**config.mk**
```make
export PLATFORM = sky130hd
export DESIGN_NAME = rr_unpacked_arbiter
export DESIGN_NICKNAME = d
export VERILOG_FILES = /design/src/rtl/arb_pkg.sv /design/src/rtl/rr_pick.sv /design/src/rtl/rr_unpacked_arbiter.sv
export SDC_FILE = /design/constraint.sdc
export NUM_CORES = 1
export LEC_CHECK = 0
export CAP_MARGIN = 5
export CORE_MARGIN = 4
export CORE_UTILIZATION = 50
export DETAILED_ROUTE_END_ITERATION = 10
export GPL_ROUTABILITY_DRIVEN = 0
export GPL_TIMING_DRIVEN = 1
export PLACE_DENSITY = 0.76
export SLEW_MARGIN = 10
export SYNTH_ARGS = -nofsm -noshare
export SYNTH_HDL_FRONTEND = slang
export SYNTH_SLANG_ARGS = --single-unit
```
**constraint.sdc**
```tcl
create_clock -name clock -period 2.5 [get_ports clock]
set_input_delay 0.25 -clock clock [delete_from_list [all_inputs] [get_ports clock]]
set_output_delay 0.25 -clock clock [all_outputs]
set_load 0.02 [all_outputs]
```
**src/rtl/arb_pkg.sv**
```systemverilog
// Shared definitions for the round-robin arbiter slice.
//   arb_state_t : FSM state encoding (IDLE = no tenure, GRANT = one holder active)
//   idx_width() : index width for n requesters; never returns 0, so a degenerate
//                 single-requester instance still elaborates with a 1-bit index.
package arb_pkg;

  typedef enum logic {
    IDLE  = 1'b0,
    GRANT = 1'b1
  } arb_state_t;

  function automatic int idx_width(input int n);
    return (n < 2) ? 1 : $clog2(n);
  endfunction

endpackage

```
**src/rtl/rr_pick.sv**
```systemverilog
// Combinational rotating-priority picker.
//   req   : packed request vector, bit i = requester i
//   ptr   : index where the ascending scan starts (wraps M-1 -> 0)
//   found : at least one request is present
//   idx   : first requesting index at or after ptr (0 when nothing is found)
module rr_pick
  import arb_pkg::*;
#(
  parameter int M  = 4,
  parameter int IW = idx_width(M)
) (
  input  logic [M-1:0]  req,
  input  logic [IW-1:0] ptr,
  output logic          found,
  output logic [IW-1:0] idx
);

  always_comb begin
    int pos;
    logic [IW-1:0] pos_idx;
    found   = 1'b0;
    idx     = '0;
    pos     = 0;
    pos_idx = '0;
    for (int k = 0; k < M; k++) begin
      // ptr + k, folded back into 0..M-1 without a modulo operator
      pos = int'(ptr) + k;
      if (pos >= M) begin
        pos = pos - M;
      end
      pos_idx = IW'(pos);
      if (!found && req[pos_idx]) begin
        found = 1'b1;
        idx   = pos_idx;
      end
    end
  end

endmodule

```
**src/rtl/rr_unpacked_arbiter.sv**
```systemverilog
// Round-robin arbiter with bounded tenure, unpacked one-hot grant output.
//   clock    : sole clock, rising edge
//   rst_n    : asynchronous active-low reset
//   enable   : permits new grants; an ongoing tenure always runs to its release
//   req      : packed request vector
//   grant    : registered one-hot (or all-zero) grant, unpacked [0:M-1]
//   grant_id : index of the holder; keeps its last value while not busy
//   busy     : OR of grant
module rr_unpacked_arbiter
  import arb_pkg::*;
#(
  parameter int  M       = 4,
  parameter int  MAXHOLD = 8,
  localparam int IW      = idx_width(M),
  localparam int CW      = $clog2(MAXHOLD + 1)
) (
  input  logic          clock,
  input  logic          rst_n,
  input  logic          enable,
  input  logic [M-1:0]  req,
  output logic          grant [0:M-1],
  output logic [IW-1:0] grant_id,
  output logic          busy
);

  arb_state_t    state_reg, state_next;
  logic [IW-1:0] ptr_reg,   ptr_next;
  logic [CW-1:0] cnt_reg,   cnt_next;
  logic [IW-1:0] gid_reg,   gid_next;
  logic [M-1:0]  gnt_reg,   gnt_next;

  logic          holder_req;
  logic          at_max;
  logic          release_now;
  logic [IW-1:0] ptr_after;
  logic [IW-1:0] pick_ptr;
  logic          pick_found;
  logic [IW-1:0] pick_idx;

  // Release decision for the current holder. On release the scan must already
  // start one past the holder in this same cycle, so the picker sees the
  // post-release pointer rather than ptr_reg -- that is what makes the
  // handover bubble-free and still lets the holder win again if alone.
  assign holder_req  = req[gid_reg];
  assign at_max      = (cnt_reg == CW'(MAXHOLD));
  assign release_now = (state_reg == GRANT) && (!holder_req || at_max);
  assign ptr_after   = (gid_reg == IW'(M - 1)) ? '0 : gid_reg + IW'(1);
  assign pick_ptr    = release_now ? ptr_after : ptr_reg;

  rr_pick #(
    .M  (M),
    .IW (IW)
  ) u_pick (
    .req   (req),
    .ptr   (pick_ptr),
    .found (pick_found),
    .idx   (pick_idx)
  );

  // State register
  always_ff @(posedge clock or negedge rst_n) begin
    if (!rst_n) begin
      state_reg <= IDLE;
      ptr_reg   <= '0;
      cnt_reg   <= '0;
      gid_reg   <= '0;
      gnt_reg   <= '0;
    end else begin
      state_reg <= state_next;
      ptr_reg   <= ptr_next;
      cnt_reg   <= cnt_next;
      gid_reg   <= gid_next;
      gnt_reg   <= gnt_next;
    end
  end

  // Next-state logic
  always_comb begin
    state_next = state_reg;
    ptr_next   = ptr_reg;
    cnt_next   = cnt_reg;
    gid_next   = gid_reg;
    gnt_next   = gnt_reg;
    unique case (state_reg)
      IDLE: begin
        if (enable && pick_found) begin
          state_next         = GRANT;
          gid_next           = pick_idx;
          gnt_next           = '0;
          gnt_next[pick_idx] = 1'b1;
          cnt_next           = CW'(1);
        end
      end
      GRANT: begin
        if (!release_now) begin
          cnt_next = cnt_reg + CW'(1);
        end else begin
          ptr_next = ptr_after;
          if (enable && pick_found) begin
            gid_next           = pick_idx;
            gnt_next           = '0;
            gnt_next[pick_idx] = 1'b1;
            cnt_next           = CW'(1);
          end else begin
            // grant_id deliberately left untouched: it keeps the last holder
            state_next = IDLE;
            gnt_next   = '0;
            cnt_next   = '0;
          end
        end
      end
      default: begin
        state_next = IDLE;
        gnt_next   = '0;
      end
    endcase
  end

  // Outputs: straight from registers, no path from req/enable
  always_comb begin
    for (int i = 0; i < M; i++) begin
      grant[i] = gnt_reg[i];
    end
    busy     = |gnt_reg;
    grant_id = gid_reg;
  end

endmodule

```
# Yosys cells after proc, flatten, opt, wreduce, memory -nomap -nowiden
# Index checks and enable logic that the tools add are counted.
[totals] ramBits=0 latch_bits=0 romBits=0 input_bits=7 memories=0 register_bits=13 out_inout_bits=7 wordCells=83
[op_classes] shifts=0 add_sub_neg=9 n_lt_le_gt_ge=11 bitwise_logic=1 n_mul=0 muxes=40 div_mod_pow=0 eq_ne=4 n_reduce_logical=13
[op_table] operator="$mux W2" count=12
[op_table] operator="$mux W4" count=5
[op_table] operator="$lt A2 B3 Y1 const B" count=6
[op_table] operator="$pmux W4 S2" count=2
[op_table] operator="$mux W1" count=13
[op_table] operator="$bmux W1 S2" count=5
[op_table] operator="$ge A3 B3 Y1 const B" count=3
[op_table] operator="$sub A2 B1 Y2 const B" count=4
[op_table] operator="$add A2 B2 Y3 const B" count=2
[op_table] operator="$logic_and A1 B1 Y1" count=6
[op_table] operator="$add A4 B1 Y4 const B" count=1
[op_table] operator="$eq A4 B4 Y1 const B" count=1
[op_table] operator="$logic_not A1 Y1" count=4
[op_table] operator="$pmux W2 S2" count=1
[op_table] operator="$reduce_or A4 Y1" count=1
[op_table] operator="$add A2 B1 Y3 const B" count=1
[op_table] operator="$ge A2 B3 Y1 const B" count=1
[op_table] operator="$add A2 B1 Y2 const B" count=1
[op_table] operator="$demux W1 S2" count=1
[op_table] operator="$eq A2 B2 Y1 const B" count=1
[op_table] operator="$ge A2 B1 Y1 const B" count=1
[op_table] operator="$ne A2 B1 Y1 const B" count=1
[op_table] operator="$ne A2 B2 Y1 const B" count=1
[op_table] operator="$pmux W1 S2" count=1
[op_table] operator="3 further kinds" count=3

# Logic depth before layout (Yosys ltp)
[depth] depth_word=27 mapped_depth=9 depth_no_buf=8

# By module
# A second synthesis with hierarchy kept.
[hier_totals] hier_cells=70 area_unflattened_um2=752.0
[modules_own_cells] module="rr_unpacked_arbiter" cells_each=55 area_each_um2=674.4 instances=1 seq_area_each_um2=325.3
[modules_own_cells] module="rr_pick" cells_each=15 area_each_um2=77.6 instances=1 seq_area_each_um2=0.0

# Worst setup path after synthesis
# No wires, ideal clock.
[synth_timing] path_type="register -> register" from="reg gid_reg[0], in the netlist grant_id[0]" to="reg gnt_reg[0]" path_stages_with_launch=7 t_arrival_ps=2196 n_path_buf=0 synth_period_minus_slack_ps=2317 setup_ps=122 t_required_ps=2378 path_slack_ps=183 path_cell_list="dfrtp_1 -> mux4_2 -> a211o_1 -> o21a_4 -> mux2i_1 -> a211o_1 -> a32o_1"
[synth_between] elab_chain_cells=27 elab_cells_between_ends=59 classes_between="8 x add/sub; 6 x order compare; 3 x eq/ne; 30 x mux; 12 x reduce/logical"
[synth_lines] item="start: declaration" line="rr_unpacked_arbiter.sv:29" rtl="logic [IW-1:0] gid_reg, gid_next;"
[synth_lines] item="start signal: assignment" line="rr_unpacked_arbiter.sv:72" rtl="gid_reg <= gid_next;"
[synth_lines] item="parallel branches: the longest is 27 deep, another holds $add A2 B1 Y3"
[synth_lines] item="end signal: assignment" line="rr_unpacked_arbiter.sv:73" rtl="gnt_reg <= gnt_next;"
[synth_lines] item="end: declaration" line="rr_unpacked_arbiter.sv:30" rtl="logic [M-1:0] gnt_reg, gnt_next;"
# Several ways; the timed one is not identified. The select of a mux whose other input is x is not followed.
# A chain may end at the register's enable or synchronous reset.

# Worst setup path after layout
[layout_timing] from="reg cnt_reg[0]" to="reg gnt_reg[3]"
[layout_between] elab_chain_cells=25 elab_cells_between_ends=54 classes_between="7 x add/sub; 6 x order compare; 3 x eq/ne; 27 x mux; 11 x reduce/logical"
[layout_lines] item="start: declaration" line="rr_unpacked_arbiter.sv:28" rtl="logic [CW-1:0] cnt_reg, cnt_next;"
[layout_lines] item="start signal: assignment" line="rr_unpacked_arbiter.sv:71" rtl="cnt_reg <= cnt_next;"
[layout_lines] item="$eq A4 B4 Y1 (*)" line="rr_unpacked_arbiter.sv:45" rtl="assign at_max = (cnt_reg == CW'(MAXHOLD));"
[layout_lines] item="$logic_or A1 B1 Y1 (*)" line="rr_unpacked_arbiter.sv:46" rtl="assign release_now = (state_reg == GRANT) && (!holder_req || at_max);"
[layout_lines] item="$logic_and A1 B1 Y1 (*)" line="rr_unpacked_arbiter.sv:46"
[layout_lines] item="parallel branches: the longest is 22 deep, another holds $add A2 B1 Y3"
# Mark *: on every way between the ends. The select of a mux whose other input is x is not followed.

==> out/qor.csv <==
metric,value,unit
synth_area,790,um2
rsz0062_at_grt,false,
ctsHoldBuffers,0,
place_inst,112,
grt_pass1_wl,3060,um
synth_edf_count,0,
drc_errors,0,
p_sw_share,42.7,%
crit_start,cnt_reg[0],
rows,14,
skew,0.0111,ns
hold_viol_final,0,
power.share.sequential,29.8,%
wl_per_cell,15.8,um
fill_cells,133,
post_cts_resized,0,
antennaDiodeCount,0,
synth_cell_types,35,
vias,684,
yosysWarningCount,0,
initial_core_util,52.4,%
cts_setup_buffers,0,
via_per_inst,5.90,
grt_max_degree,14,
worstSetupPathType,flop to flop,
syn-num-nets,88,
dr.pass1.iters,4,
finalNetCount,111,
synth-compound-area-share,24.4,%
cp-end-kind,flop,
synth_top_family_by_area,compound AO/OA/AOI/OAI gates,
synth_common_cells,"13 x dfrtp_1, 10 x inv_1, 8 x nand2_1",
maxClockFrequency,440,MHz
synth_mux_area_share,6.81,%
dpl_worst_slack,-0.0336,ns
power.leakage,0.000504,uW
ant_nets,0,
clock_path_buffers,2,
path_clk_slew,0.09,ns
die_w,47.7,um
combPwrFrac,58.8,%
critPathMaxStageDelay,0.47,ns
drv_cap,0,
grt.total_usage,19.7,%
die_y,47.7,um
cpMaxStageDelayCell,a2111o_1,
yosysTopAreaCell,dfrtp_1,
arrival,2.45,ns
grt_pass1_vias,686,
power,1210,uW
root_buffer,clkbuf_4,
hpwl,1410,um
power_frac_clock,11.3,%
synthSimpleGateAreaFrac,17.6,%
crit_fanout,6,
finalWirelength,1840,um
cp.required,2.67,ns
cts_tree,yes,
fin_crit,2.27,ns
path_cells,inv_1 -> ha_1 -> nand3b_4 -> a2111o_1 -> a311oi_1 -> mux2i_1 -> and3_1 -> a32o_1,
cp-start-kind,flop,
async_reset_ff_share,100,%
avgSynthCellArea,10.1,um2
yosys.area_share.adder,4.75,%
die_area,0.00228,mm2
yosys.area.top_type_share,41.2,%
cellInternalPower,693,uW
pin_count,14,
p_switching,517,uW
timing.rr.start,cnt_reg[0],
ys_ff_latch,13,
area_growth,27.7,%
antenna_found_initial,0,
hp-class,input pin to asynchronous set/reset pin,
report.final.slew_viol_count,0,
status,"complete, no violations",
grt_overflow,0,
yosys.area_share.xor_xnor,0,%
drtIter0Drc,21,
final_cells,116,
synth_most_common_cell,dfrtp_1,
setup_ws,0.225,ns
cts.sinks,13,
portBuffers,13,
power.density,1200,mW/mm2
worst_slew_pin_slew,0.599,ns
drive_gt1_share,18.0,%
max_slew_margin,60.0,%
yosys-top-cells-area,"dfrtp_1 41%, a32o_1 5.1%, ha_1 4.8%",
finalSetupViolations,0,
netlist_instances,78,
ir_drop,0.605,mV
coreArea,0.00151,mm2
synthFlopType,dfrtp_1,
yosysSeqAreaShare,41.2,%
cts_max_level,1,
cts_made_buffers,3,
fin_crit_sh,91.0,%
clk_latency,0.29,ns
==> through the flow <==
| stage | area (um2) | hold WS [ns] | util, % | setup TNS [ns] |
|---|---|---|---|---|
| 2_1_floorplan | 790 | -0.0456 | - | 0 |
| 3_3_place_gp | 981 | 0.504 | 65.1 | 0 |
| 3_5_place_dp | 981 | 0.503 | 65.1 | -0.0619 |
| 4_1_cts | 1010 | 0.354 | 66.9 | 0 |
| 5_1_grt | 1010 | 0.371 | 66.9 | 0 |
| 6_report | 1010 | 0.329 | 66.9 | 0 |
==> cells in the final DEF, fill, tap and decap left out, types with 2 or more instances in the layout <==
cell type / synthesis / layout
a32o_1: 4 / 4
clkbuf_4: 0 / 3
nand2_1: 8 / 8
inv_1: 10 / 10
nand3_1: 4 / 4
buf_4: 0 / 6
clkdlybuf4s50_1: 0 / 13
nor2_1: 3 / 3
dfrtp_1: 13 / 13
o21ai_0: 3 / 3
a211o_1: 2 / 2
mux2i_1: 2 / 2
ha_1: 3 / 3
o21ai_1: 2 / 2
==> power groups by stage <==
stage / combinational, uW / clock [uW] / sequential, uW
global route: 780 / 148 / 376
floorplan: 426 / 0 / 405
finish: 712 / 137 / 361
global placement: 690 / 0 / 363
detailed placement: 707 / 0 / 365
CTS: 713 / 138 / 360
==> worst paths after layout <==
check                             end  slack (ns)  cells after the start
max                        gnt_reg[3]        0.23                      8
min                        cnt_reg[2]        0.33                      1
max reg2reg                gnt_reg[3]        0.23                      8
min reg2reg                cnt_reg[2]        0.53                      1
max in group asynchronous  ptr_reg[0]        1.77                      1
min in group clock         cnt_reg[2]        0.53                      1
==> final cells by class <==
type | count | area [um2] | area share [%]
Multi-Input combinational cell | 54 | 423 | 41.9
Clock buffer | 3 | 22.5 | 2.23
Clock inverter | 1 | 5.00 | 0.496
Tap cell | 16 | 20.0 | 1.99
Timing Repair Buffer | 19 | 175 | 17.4
Inverter | 10 | 37.5 | 3.72
Sequential cell | 13 | 325 | 32.3
==> metal layers <==
metal / track usage, % / share of wire, % / vias to the layer above
met2: 30.6 / 47 / 20
met4: 11.8 / 2.0 / 0
met5: 0 / 0 / -
met1: 26.2 / 46 / 327
met3: 2.26 / 4.9 / 5
li1: - / - / 332
==> critical path, delay by kind of cell, from the launching register on <==
kind	cells	cell delay (ns)
adders and majority gates	1	0.19
muxes	1	0.13
AOI/OAI and AO/OA	3	1.02
and+or+nand+nor	2	0.33
buffers and inverters	1	0.07
DFF	1	0.43
==> cell families after synthesis <==
family | Yosys count
AOI/OAI and AO/OA | 23
adders and majority gates | 3
buffers and inverters | 11
DFF | 13
muxes | 4
and+or+nand+nor | 24
Note: power is estimated with default switching activity, not from simulation.
